File: src/rtl/tacky_defs.sv
// Shared TACKY definitions: opcodes, Signal channel layout,
// control encodings, issue states and instruction-word fields.
package tacky_defs;

    // Signal channel bit positions: [1:0] J_8_Compare, [2] Reg_Value, [3] Jr_Load
    localparam int SIG_J8_LSB    = 0;
    localparam int SIG_REG_VALUE = 2;
    localparam int SIG_JR_LOAD   = 3;

    typedef logic [3:0] ctl_t;
    typedef logic [4:0] opc_t;

    localparam ctl_t CTL_NONE = 4'b0000;
    localparam ctl_t CTL_JZ   = ctl_t'(1) << SIG_J8_LSB;
    localparam ctl_t CTL_JNZ  = ctl_t'(2) << SIG_J8_LSB;
    localparam ctl_t CTL_JP   = ctl_t'(3) << SIG_J8_LSB;
    localparam ctl_t CTL_JR1  = ctl_t'(1) << SIG_JR_LOAD;
    localparam ctl_t CTL_JR2  = CTL_JR1 | (ctl_t'(1) << SIG_REG_VALUE);

    // Opcodes the issue logic treats specially
    localparam opc_t OP_JR     = 5'b01010;
    localparam opc_t OP_ILL_LO = 5'b10001;
    localparam opc_t OP_WIDE   = 5'b11000;
    localparam opc_t OP_JNZ8   = 5'b11001;
    localparam opc_t OP_JZ8    = 5'b11010;
    localparam opc_t OP_JP8    = 5'b11011;
    localparam opc_t OP_CF8    = 5'b11100;
    localparam opc_t OP_CI8    = 5'b11101;
    localparam opc_t OP_PRE    = 5'b11110;
    localparam opc_t OP_SYS    = 5'b11111;

    typedef enum logic [1:0] {
        ST_READY,
        ST_SLOT1,
        ST_SLOT2,
        ST_HALT
    } state_e;

    // Word fields; in the 8-bit format Imm8 = {opcode2, reg2}
    typedef struct packed {
        logic [4:0] opcode1;
        logic [2:0] reg1;
        logic [4:0] opcode2;
        logic [2:0] reg2;
    } word_t;

endpackage

File: src/rtl/tacky_slot_decode.sv
// Per-slot opcode classifier for the TACKY issue controller.
// Purely combinational; slot2 selects second-slot rules.
module tacky_slot_decode
    import tacky_defs::*;
(
    input  logic [4:0] opcode,
    input  logic       slot2,
    output logic [3:0] control,
    output logic       op_valid,
    output logic       is_jr,
    output logic       is_sys,
    output logic       is_pre,
    output logic       uses_imm,
    output logic       illegal
);

    logic in_ill_range;
    logic hi_op;

    assign in_ill_range = (opcode >= OP_ILL_LO) && (opcode <= OP_WIDE);
    assign hi_op        = (opcode[4:3] == 2'b11);

    // Slot2 rejects every 11xxx except sys; both slots reject 10001..11000
    assign illegal = in_ill_range || (slot2 && hi_op && (opcode != OP_SYS));

    // Classify the opcode into its control/issue attributes
    always_comb begin
        control  = CTL_NONE;
        op_valid = 1'b0;
        is_jr    = 1'b0;
        is_sys   = 1'b0;
        is_pre   = 1'b0;
        uses_imm = 1'b0;
        unique case (1'b1)
            illegal: begin
                op_valid = 1'b0;
            end
            (opcode == OP_SYS): begin
                is_sys   = 1'b1;
                op_valid = 1'b1;
                uses_imm = !slot2;
            end
            (opcode == OP_JR): begin
                is_jr    = 1'b1;
                op_valid = 1'b1;
                control  = slot2 ? CTL_JR2 : CTL_JR1;
            end
            (opcode == OP_JZ8): begin
                control  = CTL_JZ;
                uses_imm = 1'b1;
            end
            (opcode == OP_JNZ8): begin
                control  = CTL_JNZ;
                uses_imm = 1'b1;
            end
            (opcode == OP_JP8): begin
                control  = CTL_JP;
                uses_imm = 1'b1;
            end
            (opcode == OP_CF8 || opcode == OP_CI8): begin
                op_valid = 1'b1;
                uses_imm = 1'b1;
            end
            (opcode == OP_PRE): begin
                is_pre   = 1'b1;
                uses_imm = 1'b1;
            end
            default: begin
                op_valid = 1'b1;
            end
        endcase
    end

endmodule

File: src/rtl/tacky_issue.sv
// TACKY instruction-issue controller: accepts a word, issues its
// slot(s), manages the pre prefix byte and halts on sys.
module tacky_issue
    import tacky_defs::*;
(
    input  logic        clk,
    input  logic        reset,
    input  logic [15:0] instr,
    input  logic        instr_valid,
    output logic        instr_ready,
    output logic [3:0]  control,
    output logic [15:0] immediate,
    output logic        pc_we,
    output logic [4:0]  op_out,
    output logic [2:0]  reg_out,
    output logic        op_valid,
    output logic        halted
);

    state_e     state_q, state_d;
    word_t      word_q, word_d;
    logic [7:0] pre_q, pre_d;
    logic       pre_valid_q, pre_valid_d;

    logic [4:0] dec_opcode;
    logic       dec_slot2;
    logic [3:0] dec_control;
    logic       dec_op_valid;
    logic       dec_is_jr;
    logic       dec_is_sys;
    logic       dec_is_pre;
    logic       dec_uses_imm;
    logic       dec_illegal;
    logic [7:0] imm8;
    logic       issue_ok;

    assign imm8       = {word_q.opcode2, word_q.reg2};
    assign dec_slot2  = (state_q == ST_SLOT2);
    assign dec_opcode = dec_slot2 ? word_q.opcode2 : word_q.opcode1;
    assign issue_ok   = dec_op_valid && !dec_illegal;

    tacky_slot_decode u_dec (
        .opcode   (dec_opcode),
        .slot2    (dec_slot2),
        .control  (dec_control),
        .op_valid (dec_op_valid),
        .is_jr    (dec_is_jr),
        .is_sys   (dec_is_sys),
        .is_pre   (dec_is_pre),
        .uses_imm (dec_uses_imm),
        .illegal  (dec_illegal)
    );

    // Next-state, prefix update and Moore outputs per slot
    always_comb begin
        state_d     = state_q;
        word_d      = word_q;
        pre_d       = pre_q;
        pre_valid_d = pre_valid_q;
        instr_ready = 1'b0;
        control     = CTL_NONE;
        immediate   = 16'h0000;
        pc_we       = 1'b0;
        op_out      = 5'b00000;
        reg_out     = 3'b000;
        op_valid    = 1'b0;
        halted      = 1'b0;
        unique case (state_q)
            ST_READY: begin
                instr_ready = 1'b1;
                if (instr_valid) begin
                    word_d  = instr;
                    state_d = ST_SLOT1;
                end
            end
            ST_SLOT1: begin
                op_out   = word_q.opcode1;
                reg_out  = word_q.reg1;
                control  = dec_control;
                op_valid = issue_ok;
                if (dec_uses_imm) begin
                    immediate = pre_valid_q ? {pre_q, imm8}
                                            : {{8{imm8[7]}}, imm8};
                    if (dec_is_pre) begin
                        pre_d       = imm8;
                        pre_valid_d = 1'b1;
                    end else if (!dec_is_sys) begin
                        pre_d       = 8'h00;
                        pre_valid_d = 1'b0;
                    end
                    if (dec_is_sys) begin
                        state_d = ST_HALT;
                    end else begin
                        pc_we   = 1'b1;
                        state_d = ST_READY;
                    end
                end else if (dec_is_jr) begin
                    pc_we   = 1'b1;
                    state_d = ST_READY;
                end else if (dec_is_sys) begin
                    state_d = ST_HALT;
                end else begin
                    state_d = ST_SLOT2;
                end
            end
            ST_SLOT2: begin
                op_out   = word_q.opcode2;
                reg_out  = word_q.reg2;
                control  = dec_control;
                op_valid = issue_ok;
                if (dec_is_sys) begin
                    state_d = ST_HALT;
                end else begin
                    pc_we   = 1'b1;
                    state_d = ST_READY;
                end
            end
            ST_HALT: begin
                halted = 1'b1;
            end
            default: begin
                state_d = ST_READY;
            end
        endcase
    end

    // State, latched word and prefix registers
    always_ff @(posedge clk) begin
        if (reset) begin
            state_q     <= ST_READY;
            word_q      <= '0;
            pre_q       <= 8'h00;
            pre_valid_q <= 1'b0;
        end else begin
            state_q     <= state_d;
            word_q      <= word_d;
            pre_q       <= pre_d;
            pre_valid_q <= pre_valid_d;
        end
    end

endmodule
File: config.mk
export PLATFORM = sky130hd
export DESIGN_NAME = tacky_issue
export DESIGN_NICKNAME = d
export VERILOG_FILES = /design/src/rtl/tacky_defs.sv /design/src/rtl/tacky_slot_decode.sv /design/src/rtl/tacky_issue.sv
export SDC_FILE = /design/constraint.sdc
export NUM_CORES = 1
export LEC_CHECK = 0
export ABC_AREA = 0
export ABC_CLOCK_PERIOD_IN_PS = 1800
export BUFFER_PORTS_ARGS = -buffer_cell sky130_fd_sc_hd__buf_2
export CORE_MARGIN = 2
export CORE_UTILIZATION = 48
export CTS_CLUSTER_DIAMETER = 120
export DETAILED_ROUTE_END_ITERATION = 16
export PLACE_DENSITY = 0.86
export RECOVER_POWER = 100
export SYNTH_ARGS = -nofsm -noshare
export SYNTH_HDL_FRONTEND = slang
export SYNTH_SLANG_ARGS = --single-unit
File: constraint.sdc
create_clock -name clk -period 1.8 [get_ports clk]
set_input_delay 0.09 -clock clk [delete_from_list [all_inputs] [get_ports clk]]
set_output_delay 0.09 -clock clk [all_outputs]
set_load 0.01 [all_outputs]
# After elaboration in Yosys (flattened, before gate mapping)
# Index checks and enable logic that the tools add are counted.
[classes]
addsub = 0
n_mul = 0
n_div = 0
n_lt_le_gt_ge = 2
eq_ne = 15
shift = 0
n_mux = 31
n_bitwise = 0
n_reduce_logical = 16
[ops]
columns = ["cell", "count"]
rows = [
  ["16-bit two-way mux", 3],
  ["5-bit == test, second input constant", 7],
  ["8-bit two-way mux", 2],
  ["4-bit case mux with 4 select lines", 1],
  ["1-bit two-way mux", 13],
  ["5-bit case mux with 2 select lines", 1],
  ["5-bit OR reduction", 2],
  ["2-bit two-way mux", 4],
  ["2-bit == test, second input constant", 3],
  ["2-bit case mux with 3 select lines", 1],
  ["3-bit case mux with 2 select lines", 1],
  ["5-bit by 4-bit == test with 1-bit output, second input constant", 1],
  ["5-bit greater-or-equal comparator, second input constant", 1],
  ["5-bit less-or-equal comparator, second input constant", 1],
  ["5-bit two-way mux", 1],
  ["5-bit != test, second input constant", 1],
  ["1-bit logical AND", 4],
  ["4-bit two-way mux", 1],
  ["1-bit case mux with 2 select lines", 2],
  ["2-bit AND reduction", 2],
  ["3-bit two-way mux", 1],
  ["3-bit AND reduction", 1],
  ["3-bit nonzero test", 1],
  ["2-bit by 1-bit == test with 1-bit output, second input constant", 1],
  ["other kinds (6)", 8],
]
[word_totals]
register_bits = 27
latch_bits = 0
mem_bits_rw = 0
romBits = 0
elab_cells = 71
memories = 0

# Depth between registers and ports, before layout
[logic_depth]
word_depth = 10
depth_mapped = 8
mapped_depth_nobuf = 6

# By module
# Synthesis repeated with hierarchy kept, for this count alone.
[hier_totals]
hier_cells = 221
area_unflattened_um2 = 1616.6
[by_module_without_submodules]
columns = ["mod", "instances", "cells_per_inst", "area_per_inst_um2", "seq_area_each_um2"]
rows = [
  ["tacky_issue", 1, 201, 1481.4, 540.5],
  ["tacky_slot_decode", 1, 20, 135.1, 0.0],
]

# Worst setup path after synthesis
# Ideal clock, no wire load.
[synth_timing]
path_kind = "register -> output"
startpoint = "register state_q[0]"
endpoint = "output control[2]"
arrival_ps = 1810
required_ps = 1710
path_slack_ps = -100
stages_incl_launch_ff = 8
cell_sequence = "dfxtp_1 > inv_1 > ha_1 > buf_6 > nor3b_4 > o21ai_1 > nor4_2 > and2_1"
[synth_via]
elab_chain_cells = 5
[synth_lines]
columns = ["element", "line", "text"]
rows = [
  ["start: declaration", "tacky_issue.sv:20", "state_e state_q, state_d;"],
  ["start signal: assignment", "tacky_issue.sv:135", "state_q <= state_d;"],
  ["2-bit == test", "tacky_issue.sv:38, tacky_issue.sv:68", ""],
  ["5-bit two-way mux", "tacky_issue.sv:39", "assign dec_opcode = dec_slot2 ? word_q.opcode2 : word_q.opcode1;"],
  ["5-bit == test (tied with other cells)", "tacky_slot_decode.sv:56", "(opcode == OP_JP8): begin"],
  ["4-bit case mux with 4 select lines", "tacky_slot_decode.sv:34", "unique case (1'b1)"],
  ["4-bit two-way mux *", "tacky_issue.sv:68", "unique case (state_q)"],
  ["end: declaration", "tacky_issue.sv:11", "output logic [3:0] control,"],
]
# Mark *: on every way between the ends. The rest lies on a longest branch, timed or not.

# Final worst setup path
[layout_timing]
startpoint = "register state_q[0]"
endpoint = "output op_valid"
[layout_via]
elab_chain_cells = 10
[layout_lines]
columns = ["element", "line", "text"]
rows = [
  ["parallel branches: the longest is 9 deep, another holds 5-bit greater-or-equal comparator", "-", ""],
  ["1-bit two-way mux *", "tacky_issue.sv:68", ""],
  ["end: declaration", "tacky_issue.sv:16", "output logic op_valid,"],
]
# Mark *: on every way between the ends.

==> impl_metrics.csv <==
group,metric,value,unit
die,ios,51,
clock_network,root_buffer,"clkbuf_8",
worst_setup_path,worst_setup_path_start_kind,"register",
synth,ys_types,46,
placement,port_buffers,50,
timing,rsz0062_at_grt,"true",
synth,ys_warn_count,0,
power,vdd_drop_max,0.000510,V
synth,syn_area,1910,µm²
worst_setup_path,critPathMaxFanout,3,
clock_network,cts_tree,"done",
flow_run,cap_violations,0,
timing,setup-tns-final,-6.08,ns
power,p_sw_frac,0.340,
timing,slew_headroom,0.660,
worst_setup_path,arrival,2.04,ns
run_status,status,"finished with violations",
timing,drv_slew,0,
routing,first_pass_iters,4,
routing,post_drt_wl_per_cell,14.6,µm
power,p_seq_frac,0.430,
worst_setup_path,critical_path_required,1.71,ns
clock_network,clk_pin_slew_worst_paths,0.09,ns
worst_setup_path,crit_type,"register to primary output",
final_layout,mostFrequentLayoutCell,"nand2_1",
timing,fmax,0.470,GHz
clock_network,cts.path.max_buffers,2,
final_layout,drive_above_1_share,0.410,
timing,period_minus_slack,2.13,ns
timing,layout_setup_ws,-0.330,ns
final_layout,area_delta_synth_final,38.9,%
routing,antenna_left,0,
power,power,1600,µW
synth,ys_seq_elements,27,
timing,hold_viol,0,
synth,synthFlopType,"dfxtp_1",
die,die_area,4510,µm²
synth,synthArstFlopShare,0,
grt,grt_usage,0.245,
power,p_clk_frac,0.215,
power,power_frac_comb,0.354,
synth,avgSynthCellArea,7.57,µm²
grt,grt_pass1_wl,8.53,mm
placement,dp_hpwl,3.85,mm
final_layout,diodes,0,
grt,overflow,0,
power,power_density,601,nW/µm²
run_status,violations,"setup timing",
grt,grt_max_degree,30,
timing,finalClockSkew,0.00555,ns
synth,syn_nets,278,
worst_hold_path,min_path_type,"input pin to register",
synth,synth_cells,253,
final_layout,final_core_util,0.710,
routing,drt_iter0_markers,172,
power,intPower,1060,µW
die,rows,22,
die,core_area,3740,µm²
die,fp.dieW,67.2,µm
placement,dp_worst_setup_slack,-0.169,ns
clock_network,numCtsBuffers,3,
grt,antenna_found_initial,0,
routing,drcViolationCount,0,
placement,gp_congestion,0.923,
power,p_leak,0.00105,µW
timing,setup_viol,31,
timing,min_period_over_period,1.18,
clock_network,htreeDepth,1,
synth,seq_area_frac_synth,0.282,
die,start_util,0.511,
clock_network,clock_latency,0.27,ns
grt,grt_pass1_vias,1876,
worst_setup_path,endpoint_kind,"primary output",
final_layout,fillerInstances,298,
routing,finalWirelength,5.42,mm
timing,tightest_slew,0.510,ns
final_layout,final_cell_mix,"nand2_1, buf_2, dfxtp_1, buf_4, a21oi_1",
routing,viasPerCell,5.52,
final_layout,fin_nets,348,
routing,via_count,2042,
die,die_h,67.2,µm
power,power.switching,544,µW
clock_network,clock-sinks,27,
synth,synth-edff-count,0,
-- timing repair --
item | in CTS | in global routing
hold buffers | 0 | 0
pin swaps | 7 | 8
gates resized for setup | 30 | 9
gates cloned | 1 | 0
setup endpoints to repair | 39 | 39
buffers inserted | 5 | 1
-- worst max-delay path, stage by stage (launching register included) --
cell	delay, ns
dfxtp_2	0.34
inv_4	0.08
ha_4	0.14
buf_6	0.12
mux2i_4	0.28
buf_6	0.15
nor2_4	0.05
a311o_1	0.33
o2111a_1	0.15
buf_2	0.14
-- power groups by stage --
stage,Sequential [µW],Clock [µW],Combinational [µW]
after global placement,692,0,465
after floorplan,676,0,310
after CTS,685,349,538
after detailed placement,693,0,476
after global routing,692,389,611
final,688,344,567
-- sequential cells by signal, indices dropped and copies added (netlist names) --
name         count
word_q           8
state_q          2
pre_valid_q      1
imm8             8
pre_q            8
-- synthesized netlist by cell type (5+ instances only) --
| master | n | share of area |
|---|---|---|
| buf_2 | 5 | 0.013 |
| nand2_1 | 77 | 0.15 |
| a21oi_2 | 10 | 0.046 |
| nand2b_1 | 14 | 0.046 |
| clkbuf_1 | 11 | 0.022 |
| a22oi_1 | 9 | 0.035 |
| ha_1 | 6 | 0.039 |
| dfxtp_1 | 27 | 0.28 |
| nor2b_1 | 10 | 0.033 |
| a21oi_1 | 25 | 0.065 |
| o21ai_1 | 9 | 0.024 |
-- layer usage --
layer,GRT usage,up-vias,wire [µm]
met5,0,-,0
met4,0.0969,0,125
met1,0.320,937,2280
li1,-,1001,-
met2,0.412,91,2640
met3,0.0267,13,372
-- final timing paths --
kind                             endpoint               startpoint  slack [ns]  cells past startpoint
setup / recovery                 op_valid  state_q[0]$_SDFFE_PP0P_       -0.33                      9
hold / removal       imm8[2]$_SDFFE_PP0P_                 instr[2]        0.05                      3
setup reg to reg  state_q[1]$_SDFFE_PP0P_  state_q[0]$_SDFFE_PP0P_       -0.08                      9
hold reg to reg   word_q[10]$_SDFFE_PP0P_  word_q[10]$_SDFFE_PP0P_        0.46                      2
-- final cells by class --
cell class              instances  area (µm²)  area share
flip-flops and latches         27         546       0.205
multi-input cells             203        1410       0.530
clock inverters                 1        7.51     0.00282
inverters                       2        10.0     0.00376
well taps                      48        60.1      0.0226
clock buffers                   3        41.3      0.0155
repair buffers                 86         586       0.220
-- per-stage QoR --
step / hold WS (ns) / cell area (µm²) / std cells
global route: 0.0496 / 2660 / 370
detailed placement: 0.336 / 2410 / 362
finish: 0.0451 / 2660 / 370
CTS: 0.0433 / 2620 / 370
global placement: 0.332 / 2410 / 362
floorplan: 0.226 / 1920 / 253
-- logic make-up after synthesis --
group | synth area share
buffers and inverters | 0.0608
muxes | 0.0490
AOI/OAI and AO/OA | 0.255
xor gates and xnor gates | 0.00458
adders and majority gates | 0.0392
and+or+nand+nor | 0.309
DFF | 0.282
Power figures use the tool's default switching activity.
